### config.mk
export PLATFORM = sky130hd
export DESIGN_NAME = cache_lru_repl
export DESIGN_NICKNAME = d
export VERILOG_FILES = /design/src/rtl/cache_lru_repl_pkg.sv /design/src/rtl/cache_lru_repl_set_age.sv /design/src/rtl/cache_lru_repl.sv
export SDC_FILE = /design/constraint.sdc
export NUM_CORES = 1
export LEC_CHECK = 0
export BUFFER_PORTS_ARGS = -buffer_cell sky130_fd_sc_hd__buf_2
export CAP_MARGIN = 10
export CORE_AREA = 2 2 89 91
export CTS_BUF_LIST = sky130_fd_sc_hd__clkbuf_8
export CTS_CLUSTER_DIAMETER = 80
export DETAILED_ROUTE_END_ITERATION = 10
export DIE_AREA = 0 0 91 93
export PLACE_DENSITY_LB_ADDON = 0.05
export SYNTH_ARGS = -nofsm -noshare
export SYNTH_HDL_FRONTEND = slang
export SYNTH_SLANG_ARGS = --single-unit
### constraint.sdc
create_clock -name clock -period 12.18 [get_ports clock]
set_input_delay 2.436 -clock clock [delete_from_list [all_inputs] [get_ports clock]]
set_output_delay 2.436 -clock clock [all_outputs]
set_load 0.005 [all_outputs]
### src/rtl/cache_lru_repl_pkg.sv
// Shared cache replacement types and constants: per-cache geometry, index/age
// typedefs and the reset age of a way.
package cache_lru_repl_pkg;

  // Index width with a floor of one bit, so one-set or one-way configs still have a port.
  function automatic int idx_width(input int n);
    return (n > 1) ? $clog2(n) : 1;
  endfunction

  localparam int DCACHE_NUM_SETS = 4;
  localparam int DCACHE_NUM_WAYS = 4;
  localparam int ICACHE_NUM_SETS = 8;
  localparam int ICACHE_NUM_WAYS = 2;

  localparam int LRU_NUM_SETS = DCACHE_NUM_SETS;
  localparam int LRU_NUM_WAYS = DCACHE_NUM_WAYS;
  localparam int LRU_SET_W    = idx_width(LRU_NUM_SETS);
  localparam int LRU_WAY_W    = idx_width(LRU_NUM_WAYS);

  typedef logic [LRU_WAY_W-1:0] way_idx_t;
  typedef logic [LRU_SET_W-1:0] set_idx_t;
  typedef logic [LRU_WAY_W-1:0] lru_age_t;

  function automatic int unsigned lru_age_reset(input int unsigned way);
    return way;
  endfunction

endpackage

### src/rtl/cache_lru_repl_set_age.sv
// One set's LRU age vector (0 = MRU, NUM_WAYS-1 = LRU). Applies a same-cycle
// update (promote to MRU) followed by an invalidate (demote to LRU).
module lru_set_age
  import cache_lru_repl_pkg::*;
#(
  parameter  int NUM_WAYS = 4,
  localparam int WAY_W    = idx_width(NUM_WAYS)
) (
  input  logic                               clock,
  input  logic                               reset,
  input  logic                               upd_en,
  input  logic [WAY_W-1:0]                   upd_way,
  input  logic                               inv_en,
  input  logic [WAY_W-1:0]                   inv_way,
  output logic [NUM_WAYS-1:0][WAY_W-1:0]     age_o
);

  logic [NUM_WAYS-1:0][WAY_W-1:0] age_q, age_d, age_mid;
  logic [WAY_W-1:0]               upd_age, inv_age;
  logic                           upd_ok, inv_ok;
  logic [(1<<WAY_W)-1:0]          seen;
  logic                           perm_ok;

  always_comb begin
    upd_age = '0;
    upd_ok  = 1'b0;
    for (int w = 0; w < NUM_WAYS; w++) begin
      if (WAY_W'(w) == upd_way) begin
        upd_age = age_q[w];
        upd_ok  = upd_en;
      end
    end

    age_mid = age_q;
    if (upd_ok) begin
      for (int w = 0; w < NUM_WAYS; w++) begin
        if (WAY_W'(w) == upd_way)    age_mid[w] = '0;
        else if (age_q[w] < upd_age) age_mid[w] = age_q[w] + WAY_W'(1);
      end
    end

    // Invalidate sees the post-update vector so update-then-invalidate of one way ends at LRU.
    inv_age = '0;
    inv_ok  = 1'b0;
    for (int w = 0; w < NUM_WAYS; w++) begin
      if (WAY_W'(w) == inv_way) begin
        inv_age = age_mid[w];
        inv_ok  = inv_en;
      end
    end

    age_d = age_mid;
    if (inv_ok) begin
      for (int w = 0; w < NUM_WAYS; w++) begin
        if (WAY_W'(w) == inv_way)      age_d[w] = WAY_W'(NUM_WAYS - 1);
        else if (age_mid[w] > inv_age) age_d[w] = age_mid[w] - WAY_W'(1);
      end
    end
  end

  always_ff @(posedge clock or negedge reset) begin
    if (!reset) begin
      for (int w = 0; w < NUM_WAYS; w++) age_q[w] <= WAY_W'(lru_age_reset(w));
    end else begin
      age_q <= age_d;
    end
  end

  assign age_o = age_q;

  // NUM_WAYS entries covering every value 0..NUM_WAYS-1 is exactly a permutation.
  always_comb begin
    seen = '0;
    for (int w = 0; w < NUM_WAYS; w++) seen[age_q[w]] = 1'b1;
    perm_ok = 1'b1;
    for (int v = 0; v < NUM_WAYS; v++) if (!seen[v]) perm_ok = 1'b0;
  end

  a_age_permutation: assert property (@(posedge clock) disable iff (!reset) perm_ok);

endmodule

### src/rtl/cache_lru_repl.sv
// True-LRU replacement controller: per-set age vectors, set decode, victim
// selection (invalid first, else oldest unlocked) and a one-cycle victim response.
module cache_lru_repl
  import cache_lru_repl_pkg::*;
#(
  parameter  int NUM_SETS = 4,
  parameter  int NUM_WAYS = 4,
  localparam int SET_W    = idx_width(NUM_SETS),
  localparam int WAY_W    = idx_width(NUM_WAYS)
) (
  input  logic                clock,
  input  logic                reset,
  input  logic                victim_req,
  input  logic [SET_W-1:0]    victim_set,
  input  logic [NUM_WAYS-1:0] valid_mask,
  input  logic [NUM_WAYS-1:0] lock_mask,
  output logic                victim_valid,
  output logic [WAY_W-1:0]    victim_way,
  output logic                victim_none,
  input  logic                update_req,
  input  logic [SET_W-1:0]    update_set,
  input  logic [WAY_W-1:0]    update_way,
  input  logic                inval_req,
  input  logic [SET_W-1:0]    inval_set,
  input  logic [WAY_W-1:0]    inval_way
);

  logic [NUM_SETS-1:0][NUM_WAYS-1:0][WAY_W-1:0] set_age;

  // Out-of-range set indices match no instance, so their updates/invalidates vanish.
  for (genvar s = 0; s < NUM_SETS; s++) begin : g_set
    logic upd_hit, inv_hit;
    assign upd_hit = update_req && (update_set == SET_W'(s));
    assign inv_hit = inval_req  && (inval_set  == SET_W'(s));

    lru_set_age #(.NUM_WAYS(NUM_WAYS)) u_set_age (
      .clock   (clock),
      .reset   (reset),
      .upd_en  (upd_hit),
      .upd_way (update_way),
      .inv_en  (inv_hit),
      .inv_way (inval_way),
      .age_o   (set_age[s])
    );
  end

  logic [NUM_WAYS-1:0][WAY_W-1:0] sel_age;
  logic                           in_range;
  logic                           found_inv, any_cand;
  logic [WAY_W-1:0]               inv_pick, age_pick, best_age;
  logic                           victim_valid_d, victim_valid_q;
  logic [WAY_W-1:0]               victim_way_d, victim_way_q;
  logic                           victim_none_d, victim_none_q;

  always_comb begin
    sel_age  = '0;
    in_range = 1'b0;
    for (int s = 0; s < NUM_SETS; s++) begin
      if (victim_set == SET_W'(s)) begin
        sel_age  = set_age[s];
        in_range = 1'b1;
      end
    end

    found_inv = 1'b0;
    any_cand  = 1'b0;
    inv_pick  = '0;
    age_pick  = '0;
    best_age  = '0;
    for (int w = 0; w < NUM_WAYS; w++) begin
      if (!lock_mask[w]) begin
        if (!valid_mask[w] && !found_inv) begin
          found_inv = 1'b1;
          inv_pick  = WAY_W'(w);
        end
        if (!any_cand || (sel_age[w] > best_age)) begin
          best_age = sel_age[w];
          age_pick = WAY_W'(w);
        end
        any_cand = 1'b1;
      end
    end

    victim_valid_d = victim_req;
    victim_none_d  = 1'b0;
    victim_way_d   = '0;
    if (victim_req) begin
      if (!in_range || !any_cand) victim_none_d = 1'b1;
      else if (found_inv)         victim_way_d  = inv_pick;
      else                        victim_way_d  = age_pick;
    end
  end

  // Response register: victim search result appears one cycle after the request
  always_ff @(posedge clock or negedge reset) begin
    if (!reset) begin
      victim_valid_q <= 1'b0;
      victim_way_q   <= '0;
      victim_none_q  <= 1'b0;
    end else begin
      victim_valid_q <= victim_valid_d;
      victim_way_q   <= victim_way_d;
      victim_none_q  <= victim_none_d;
    end
  end

  assign victim_valid = victim_valid_q;
  assign victim_way   = victim_way_q;
  assign victim_none  = victim_none_q;

endmodule

### After elaboration in Yosys (flattened, before gate mapping)

Index checks and enable logic that the tools add are counted.

| operators by class | value |
|---|---|
| $add $sub $neg | 32 |
| order comparisons | 35 |
| equality and inequality tests | 15 |
| muxes and demuxes | 178 |
| reduce and logical (&&, ||, !) cells | 30 |

Operators with widths:

| cell | number |
|---|---|
| $mux 2 | 112 |
| $mux 8 | 12 |
| $mux 1 | 54 |
| $gt 2x2->1 | 19 |
| $add 2x1->2 const B | 16 |
| $lt 2x2->1 | 16 |
| $sub 2x1->2 const B | 16 |
| $eq 2x2->1 const B | 6 |
| $logic_and 1x1->1 | 11 |
| $logic_not 1->1 | 10 |
| $logic_not 2->1 | 5 |
| $eq 2x2->1 const A | 4 |
| $eq 2x1->1 const B | 3 |
| $eq 1x2->1 const A | 2 |
| $logic_or 1x1->1 | 4 |

| storage, ports and cells | value |
|---|---|
| flip-flop bits (word level) | 36 |
| input bits | 23 |
| word-level logic and storage cells | 309 |

### Logic depth before layout (Yosys ltp)

Gate-level depths: netlist of the first run.

| logic depth | value |
|---|---|
| depth in word-level cells | 21 |
| depth in mapped cells | 20 |
| gate-level depth less buffers | 19 |

### Cells and area by module

Synthesis of the first run repeated with hierarchy kept, for this count alone.

| second synthesis, totals | value |
|---|---|
| cell total of the unflattened synthesis | 530 |
| area, all modules | 4,895.9 um2 |

By module, submodules not included:

| module | instances | cells each | area each (um2) |
|---|---|---|---|
| lru_set_age | 4 | 115 | 1,057.3 |
| cache_lru_repl | 1 | 70 | 666.9 |

### Worst setup path before layout of the first run

Ideal clock, no wire load.

| timing | value |
|---|---|
| kind | input port to flip-flop |
| start point | input port update_way[0] |
| end point | register g_set[3].u_set_age.age_q, in the netlist g_set[3].u_set_age.age_o[5] |
| library setup time | 0.079 ns |
| data arrival time | 6.287 ns |
| setup slack | 5.814 ns |
| cell stages on the path | 15 |
| path buffers | 3 |
| cell sequence | buf_2 buf_4 buf_4 mux4_2 inv_1 ha_1 or3b_2 a21o_1 a21oi_1 mux2i_1 a21oi_1 ha_1 a211o_1 or4_1 a22o_1 |

RTL lines:

| element | line | source |
|---|---|---|
| start, declared | cache_lru_repl.sv:22 | `input logic [WAY_W-1:0] update_way,` |
| end signal, assigned | cache_lru_repl_set_age.sv:65 | `age_q <= age_d;` |
| end, declared | cache_lru_repl_set_age.sv:18 | `logic [NUM_WAYS-1:0][WAY_W-1:0] age_q, age_d, age_mid;` |

==> results.md, run 1 <==
Run status:
- The run finished with clean final reports.

Placement:
- The HPWL after detailed placement is 9.871 mm.
- At the end of routability-driven placement, the weighted congestion stood at around 0.9.
- Once placement finished, the instance area stood at 0.004890 mm2.
- At the placement stage, the worst setup path has a slack of about 5.5 ns.
- The count of port buffers added during placement is 26.

GRT:
- The number of antenna violations at the first check in global routing is 0.
- The number of global-route vias before repair is between 4000 and 5000.
- The global-route wire length before repair is about 21 mm.
- Across every metal layer, demand over resource in global routing totals 0.3148.
- After global routing the overflow that remains totals 0.
- The maximum number of pins on one net before global-route repair is 37.

Clock network:
- The maximum number of buffers from clock root to sink is 2.
- TritonCTS built the clock tree.
- The root buffer selected by CTS is clkbuf_8.
- The clock-pin slew on the worst setup and hold paths is roughly 0.080 ns.
- The number of clock buffers added by TritonCTS is 5.
- The count of hold-fix buffers inserted at cts is 0.
- The clock insertion delay at the later pin of the skew report is around 0.30 ns.
- The total number of H-tree levels is 2.
- Clock tree synthesis found a total of 36 sinks.
- The number of buffers added for setup after CTS is 0.
- The post-cts repair resize count is 0.

Floorplan:
- The die is 91 um wide.
- The core region is 0.007527 mm2.
- 27 I/O pins were placed.
- Row generation in the floorplan step produced 32 rows.
- The die covers 0.008463 mm2.
- The floorplan die height is 93 um.
- The effective utilization at floorplan is 0.6275.

Worst setup path:
- The internal reg-to-reg setup slack is 7.82 ns.
- The kind of launch point of the worst setup path is an input pin.
- The delay of the slowest cell on the worst path is about 0.58 ns.
- Along the worst path, the maximum fanout reaches 31.
- The capture instance of the worst register-to-register path is victim_way[0].
- The worst register-to-register path begins at g_set[3].u_set_age.age_o[0].
- The worst setup path is of the in -> reg kind.
- The worst reg-to-reg path cell count is 18.
- On the critical path, the stage with the largest delay is an instance of mux4_2.
- The type of destination of the critical path is a flop.
- STA puts the critical path data arrival time at between 6 and 7 ns.
- The required arrival time at the worst endpoint is roughly 12 ns.
- The signal on the critical path passes through buf_2 > mux4_2 > inv_1 > ha_1 > or3b_2 > a21o_1 > a21oi_1 > mux2i_1 > a21oi_1 > ha_1 > a211o_1 > or4_1 > a22o_1.

Pwr:
- Of the total power, combinational logic draws 0.679.
- Of the total power, the clock network draws 0.079.
- Summing internal, switching and leakage power gives 1.230 mW.
- Summed over all nets, the switching power comes to 0.5852 mW.
- The cell area power density is roughly 250 mW/mm2.
- For this design the static power due to leakage is 2.128 nW.
- The share of total power dissipated in sequential elements is 0.242.
- The internal power of the cells totals between 0.6 and 0.7 mW.
- The switching power as a share of total power is 0.4759.
- The worst ir drop on vdd is 0.1105 mV.

Timing:
- Timing would allow up to 0.1554 GHz.
- For the pin with the worst max-slew slack, the measured transition is 0.9289 ns.
- Hold is met by 0.8356 ns.
- The hold violation count in the final report is 0.
- Setup violations remaining at the end of the flow were counted as 0.
- Setup repair after global routing left no endpoint under its margin.
- The final worst clock skew is 0.003733 ns.
- Adding up every negative setup slack in the final design gives 0 ns.
- The minimum period implied by the final worst setup slack is 6.434 ns.
- The worst pin sits at a relative slew slack of 0.3785.
- In the post-route analysis, the smallest setup slack over all paths is 5.746 ns.
- The final max-slew violation count is 0.
- Of the available clock period, the critical path in the final layout requires 0.5283.

Logic synthesis:
- The net count after synthesis is between 600 and 700.
- The share of the Yosys chip area taken by registers is 0.1950.
- The number of warnings printed during yosys synthesis is 0.
- The share of flip-flops with an asynchronous set or reset after synthesis is 1.000.
- In this run, synthesis inferred 0 flip-flops with an integrated enable.
- The mapped netlist covers 0.004723 mm2.
- A synthesized cell averages a little under 9 um2.
- By count the netlist is led by 53 x ha_1, 37 x inv_1, 37 x nand2_1, 35 x o21ai_0, 34 x nor2_1.
- The biggest area contributor in the post-synthesis netlist is ha_1.
- The most frequent cell after synthesis is ha_1.
- The most used flip-flop cell after synthesis is dfrtp_1.
- The synthesized instance count is 545.
- Of the post-synthesis cell area, the dominant cell type holds 0.1404.
- Synthesis instantiated 74 different standard cells from the library.
- After synthesis the netlist holds a flip-flop and latch count of 36.
- In the post-synthesis netlist, the biggest area contributors are ha_1 14%, dfrtp_1 11%, dfstp_2 8.9%, mux4_2 6.7%, o21ai_0 3.7%.

Finish:
- Of the cells placed in the final design, the portion with a size suffix greater than 1 is 0.1664.
- From synthesis to final layout, the design area changed by 5.563%.
- For this run, the post-layout net count is around 640.
- The number of antenna cells inserted is 0.
- The finished cells cover 0.004986 mm2.

Routing:
- The post-route DRC violation count is 0.
- The overall via count from detail_route is 4463.
- The post-route antenna net violation count is 0.
- The starting DRC count in detailed routing is 356.
- The final routed wirelength across all metal layers is 12.91 mm.
- The per-cell routed wire length is 19.52 um.
- The first detailed-routing pass took 5 iterations.
- Using the TritonRoute via totals, the vias-per-cell ratio works out to between 6 and 7.

Worst hold path:
- The number of instances on the worst hold path is 3.
- The worst hold path terminates at g_set[0].u_set_age.age_o[7].
- The path class of the tightest hold or removal check is reg -> reg.
- The start point of the worst min-delay path is g_set[0].u_set_age.age_o[7].

Flow run:
- Max-cap violations in this run came to 0.
power by group through the flow:
stage                     Sequential, mW  Combinational [mW]  Clock [mW]
after global placement             0.291               0.786           0
after floorplan                    0.252               0.677           0
after global routing               0.303               0.955      0.0996
after detailed placement           0.294               0.826           0
final                              0.298               0.835      0.0972
after CTS                          0.292               0.831      0.0956
state kept, by name (all words and copies together), names as in the netlist:
| signal | cells |
|---|---|
| victim_valid | 1 |
| g_set.u_set_age.age_o | 32 |
| victim_way | 2 |
| victim_none | 1 |
worst max path at each step:
stage,start,to,slack [ns],depth (start not counted)
3_5_place_dp,update_way[0],g_set[3].u_set_age.age_o[5],5.46,13
2_1_floorplan,update_way[0],g_set[3].u_set_age.age_o[5],5.81,15
3_3_place_gp,update_way[0],g_set[3].u_set_age.age_o[5],5.65,13
6_report,update_way[0],g_set[3].u_set_age.age_o[5],5.75,13
4_1_cts,update_way[0],g_set[3].u_set_age.age_o[5],5.76,13
5_1_grt,update_way[0],g_set[3].u_set_age.age_o[5],5.45,13
final cells by class:
| class | count | area [um2] |
|---|---|---|
| inverters | 39 | 146.4 |
| well taps | 102 | 127.6 |
| flip-flops and latches | 36 | 920.9 |
| multi-input cells | 449 | 3550 |
| repair buffers | 28 | 145.1 |
| fillers | 646 | 2541 |
| clock buffers | 7 | 96.34 |
cell usage in the layout, fill, tap and decap left out, types with 7 or more instances in the layout:
| cell | count |
|---|---|
| o22ai_1 | 9 |
| clkbuf_8 | 7 |
| o21ai_0 | 35 |
| nand2_1 | 37 |
| buf_2 | 26 |
| nor3b_1 | 17 |
| mux4_2 | 14 |
| a211oi_1 | 8 |
| xnor2_1 | 12 |
| a21oi_1 | 22 |
| a22o_1 | 7 |
| nor3_1 | 12 |
| ha_1 | 53 |
| nor2_1 | 34 |
| nand2b_1 | 7 |
| dfrtp_1 | 20 |
| mux2i_1 | 7 |
| a21o_1 | 10 |
| and3_1 | 10 |
| nand3_1 | 12 |
| nor2b_1 | 18 |
| o211ai_1 | 8 |
| dfstp_2 | 16 |
| inv_1 | 37 |
metal layers:
layer,wire (um),share of wire,vias to the layer above,global-route usage
li1,-,-,2110,-
met1,5742,0.44,2130,0.4259
met2,5882,0.46,196,0.5179
met3,961,0.074,27,0.04674
met4,319,0.025,0,0.1073
met5,0,0,-,0
cells by family after synthesis:
group	share of synthesized area
AND/OR/NAND/NOR	0.2326
multiplexers	0.09907
AO/OA/AOI/OAI	0.2461
adder cells (fa/ha/maj)	0.1404
buffers and inverters	0.05351
flip-flops	0.1950
XOR/XNOR	0.03338
critical path, delay by kind of cell:
| kind | cells | cell delay [ns] |
|---|---|---|
| simple gates | 2 | 0.91 |
| compound gates | 5 | 1.38 |
| buf+inv | 2 | 0.65 |
| mux | 2 | 0.70 |
| fa+ha+maj | 2 | 0.58 |
per-stage QoR:
stage,cells,util
after global routing,661,0.6624
after CTS,661,0.6624
after global placement,654,0.6496
after detailed placement,654,0.6496
after floorplan,545,-
final,661,0.6624
No activity file was read; power rests on OpenSTA's default activity.
==> inputs of run 2 (changes only) <==
--- a/config.mk
+++ b/config.mk
@@ -7,11 +7,11 @@
 export LEC_CHECK = 0
 export BUFFER_PORTS_ARGS = -buffer_cell sky130_fd_sc_hd__buf_2
 export CAP_MARGIN = 10
-export CORE_AREA = 2 2 89 91
+export CORE_AREA = 2 2 94 96
 export CTS_BUF_LIST = sky130_fd_sc_hd__clkbuf_8
 export CTS_CLUSTER_DIAMETER = 80
 export DETAILED_ROUTE_END_ITERATION = 10
-export DIE_AREA = 0 0 91 93
+export DIE_AREA = 0 0 96 98
 export PLACE_DENSITY_LB_ADDON = 0.05
 export SYNTH_ARGS = -nofsm -noshare
 export SYNTH_HDL_FRONTEND = slang
==> constraint.sdc (replaced) <==
create_clock -name clock -period 5.5 [get_ports clock]
set_input_delay 1.1 -clock clock [delete_from_list [all_inputs] [get_ports clock]]
set_output_delay 1.1 -clock clock [all_outputs]
set_load 0.005 [all_outputs]
==> run 2 against run 1 <==
  * Via count increased by 0.45%
  * Register-to-register slack got worse by 6.7 ns
  * Non-clock buffer count grew 4
  * Flip-flop and latch count stayed put
  * Sequential power up 120%
==> results.md, run 2 (synthesis gave the netlist of run 1 again) <==
Placement:
- The post-place setup slack is 0.2389 ns.
- The count of port buffers added during placement is 26.
- Once detailed placement completed, the half-perimeter wirelength came to between 10 and 15 mm.
- The weighted congestion at the end of routability-driven global placement is 0.8920.

Pwr:
- Of the total power, the clock network draws 0.076.
- The analysis attributes to net switching a power of around 1.3 mW.
- The internal power component is roughly 1.4 mW.
- The relative contribution of sequential cells to total power is 0.242.
- The switching power as a share of total power is 0.4812.
- The cell leakage power is approximately 2.1 nW.
- Summing internal, switching and leakage power gives 2.736 mW.
- In this run the power density over the cells is 545.1 mW/mm2.
- VDD sags by at most 0.2174 mV.
- The share of power burned in combinational logic is 0.682.

Worst setup path:
- The worst setup path is launched from an input pin.
- The number of cells on the worst reg-to-reg path is 18.
- Walking the worst path, the cells encountered are buf_2 > mux4_2 > and2_1 > ha_1 > nor2_1 > nand2_1 > a311oi_1 > mux2_2 > ha_1 > nand2_1 > o21ai_0 > a21o_1 > a21o_1 > ha_1 > nor2b_1 > o21ai_0 > a31oi_1 > nor3_1 > a211oi_1.
- The startpoint identified for the worst register-to-register timing path is g_set[2].u_set_age.age_o[0].
- The slowest stage of the critical path belongs to the cell mux4_2.
- Data on the critical path arrives at its endpoint at 5.14 ns.
- The most numerous cell on the critical path is ha_1.
- Setup slack on the worst reg-to-reg path comes out at about 1.1 ns.
- By startpoint and endpoint, the worst setup path is classified as in -> reg.
- The critical path capture point is victim_way[0].
- STA classifies the critical path endpoint as a flop.
- The delay of the slowest cell on the worst path is 0.52 ns.
- The required arrival time at the worst endpoint is 5.67 ns.
- Of all nets on the critical path, the largest fanout is 8.
- The critical path startpoint is victim_set[1].
- The capture instance of the worst register-to-register path is victim_way[0].

Floorplan:
- The area of the placeable core is approximately 0.0085 mm2.
- The die is 96 um wide.
- The die footprint is 0.009408 mm2.
- The floorplan die height is 98 um.
- The floorplan has 34 rows.
- The number of top-level pins is 27.
- The initial utilization of the core area, before any placement, comes to 0.5579.

Routing:
- For this block, the via count after detailed routing is 4483.
- The post-route antenna net violation count is 0.
- The first routing iteration left around 270 violations.
- Dividing the detail-routed via count by the number of cells gives 6.671.
- The routed design has 13.45 mm of wire.
- After detailed routing, the average wire length per cell comes to around 20 um.
- The post-route DRC violation count is 0.
- The iteration count of the initial detailed-routing pass is 5.

Worst hold path:
- In this run the most critical hold path is launched from g_set[0].u_set_age.age_o[5].
- The type of the most critical hold path is reg -> reg.

Timing:
- The portion of the clock cycle consumed by the worst path in the final layout is 0.9037.
- The top achievable clock speed is 0.2012 GHz.
- The worst relative slew slack is 0.3843.
- The hold violation count in the final report came to 0.
- The final max-slew violation count is 0.
- For the final database, setup skew stands at 0.006396 ns.
- Setup violations remaining at the end of the flow were counted as 0.
- Summed over all failing endpoints, the final setup total negative slack is 0 ns.
- Setup repair after global routing left no endpoint under its margin.
- The minimum period implied by the final worst setup slack is 4.970 ns.
- Setup slack closes at 0.5298 ns.
- For the pin with the worst max-slew slack, the measured transition is 0.9202 ns.

Finish:
- The area growth from synthesis to layout is 6.278%.
- The filler cells instantiated in the layout total 781.
- The most common library cell in the layout ignoring fill and taps is ha_1.
- Leaving out fill and tap cells, the most frequent cells in the layout are 53 x ha_1, 37 x inv_1, 37 x nand2_1.
- The flip-flop count of the largest register after layout is 32.
- At the end of the flow, the number of nets in the layout was 639.
- The number of antenna cells inserted is 0.
- At the end of the flow the core is filled with cells to 0.5930.
- The share of final-layout standard cells stronger than drive strength 1 is 0.1738.

Clock network:
- In this run, post-CTS repair resized a total of 0 instances.
- The total number of H-tree levels is 2.
- The clock net sink count is 36.
- The maximum number of buffers from clock root to sink is 2.
- The count of hold-fix buffers inserted at cts is 0.
- TritonCTS built the clock tree.
- In this run the post-CTS setup repair buffer count came out at 0.
- The clock-pin slew on the worst setup and hold paths is 0.08 ns.
- The clock reaches the later pin of the worst-skew pair after 0.30 ns.
- The root buffer selected by CTS is clkbuf_8.
- The total clock buffers created by CTS is 5.

GRT:
- Entering global routing, the biggest net connects 37 pins.
- The overall track demand over capacity in global routing is 0.2969.
- The final global-route overflow total is 0.
- The number of antenna violations at the first check in global routing is 0.
- The first global-routing pass estimated 21.72 mm of wire.
- The number of global-route vias before repair came to 4266.

Flow run:
- The tool flagged a number of max-cap violations equal to 0.

Run status:
- The run finished with clean final reports.
run 2: changes by cell type in the layout (fill, tap and decap cells not counted):
cell,before,now
clkbuf_8,7,6
clkinv_2,0,2
buf_4,2,6
run 2: worst min path at each step:
stage                                        to  slack (ns)  cells after the start
global placement    g_set[0].u_set_age.age_o[7]        0.77                      3
global route        g_set[0].u_set_age.age_o[7]        0.85                      3
floorplan           g_set[1].u_set_age.age_o[5]        0.71                      3
finish              g_set[0].u_set_age.age_o[5]        0.82                      4
CTS                 g_set[0].u_set_age.age_o[5]        0.82                      4
detailed placement  g_set[0].u_set_age.age_o[5]        0.80                      4
run 2: power groups by stage:
stage | clock network (mW) | logic, mW | registers [mW]
3_5_place_dp | 0 | 1.84 | 0.657
6_report | 0.208 | 1.87 | 0.662
2_1_floorplan | 0 | 1.50 | 0.558
4_1_cts | 0.212 | 1.86 | 0.653
3_3_place_gp | 0 | 1.75 | 0.654
5_1_grt | 0.222 | 2.12 | 0.676
run 2: area by class of cell:
cell class / count / area [um2] / share of cell area
Clock buffer: 6 / 82.58 / 0.01645
Inverter: 39 / 146.4 / 0.02916
Multi-Input combinational cell: 449 / 3550 / 0.7071
Timing Repair Buffer: 32 / 175.2 / 0.03490
Sequential cell: 36 / 920.9 / 0.1834
Clock inverter: 2 / 10.01 / 0.001994
Tap cell: 108 / 135.1 / 0.02692
run 2: worst max-delay path, delay by kind of cell:
| family | cells | cell delay, ns |
|---|---|---|
| and+or+nand+nor | 6 | 0.84 |
| adders and majority gates | 3 | 0.82 |
| muxes | 2 | 0.93 |
| buffers and inverters | 1 | 0.22 |
| AOI/OAI and AO/OA | 7 | 1.24 |
run 2: routing by layer:
| metal | vias to the layer above | part of all wire | global-route usage | wire length, um |
|---|---|---|---|---|
| met5 | - | 0 | 0 | 0 |
| met4 | 0 | 0.028 | 0.1066 | 373 |
| met3 | 37 | 0.073 | 0.04552 | 981 |
| met2 | 177 | 0.45 | 0.4589 | 6104 |
| met1 | 2145 | 0.45 | 0.4179 | 5991 |
| li1 | 2124 | - | - | - |
run 2: through the flow:
| step | hold WS [ns] | instance area (um2) | cells |
|---|---|---|---|
| floorplan | 0.7104 | 4723 | 545 |
| global placement | 0.7727 | 4927 | 664 |
| detailed placement | 0.7996 | 4927 | 664 |
| CTS | 0.8157 | 5020 | 672 |
| global route | 0.8534 | 5020 | 672 |
| finish | 0.8210 | 5020 | 672 |
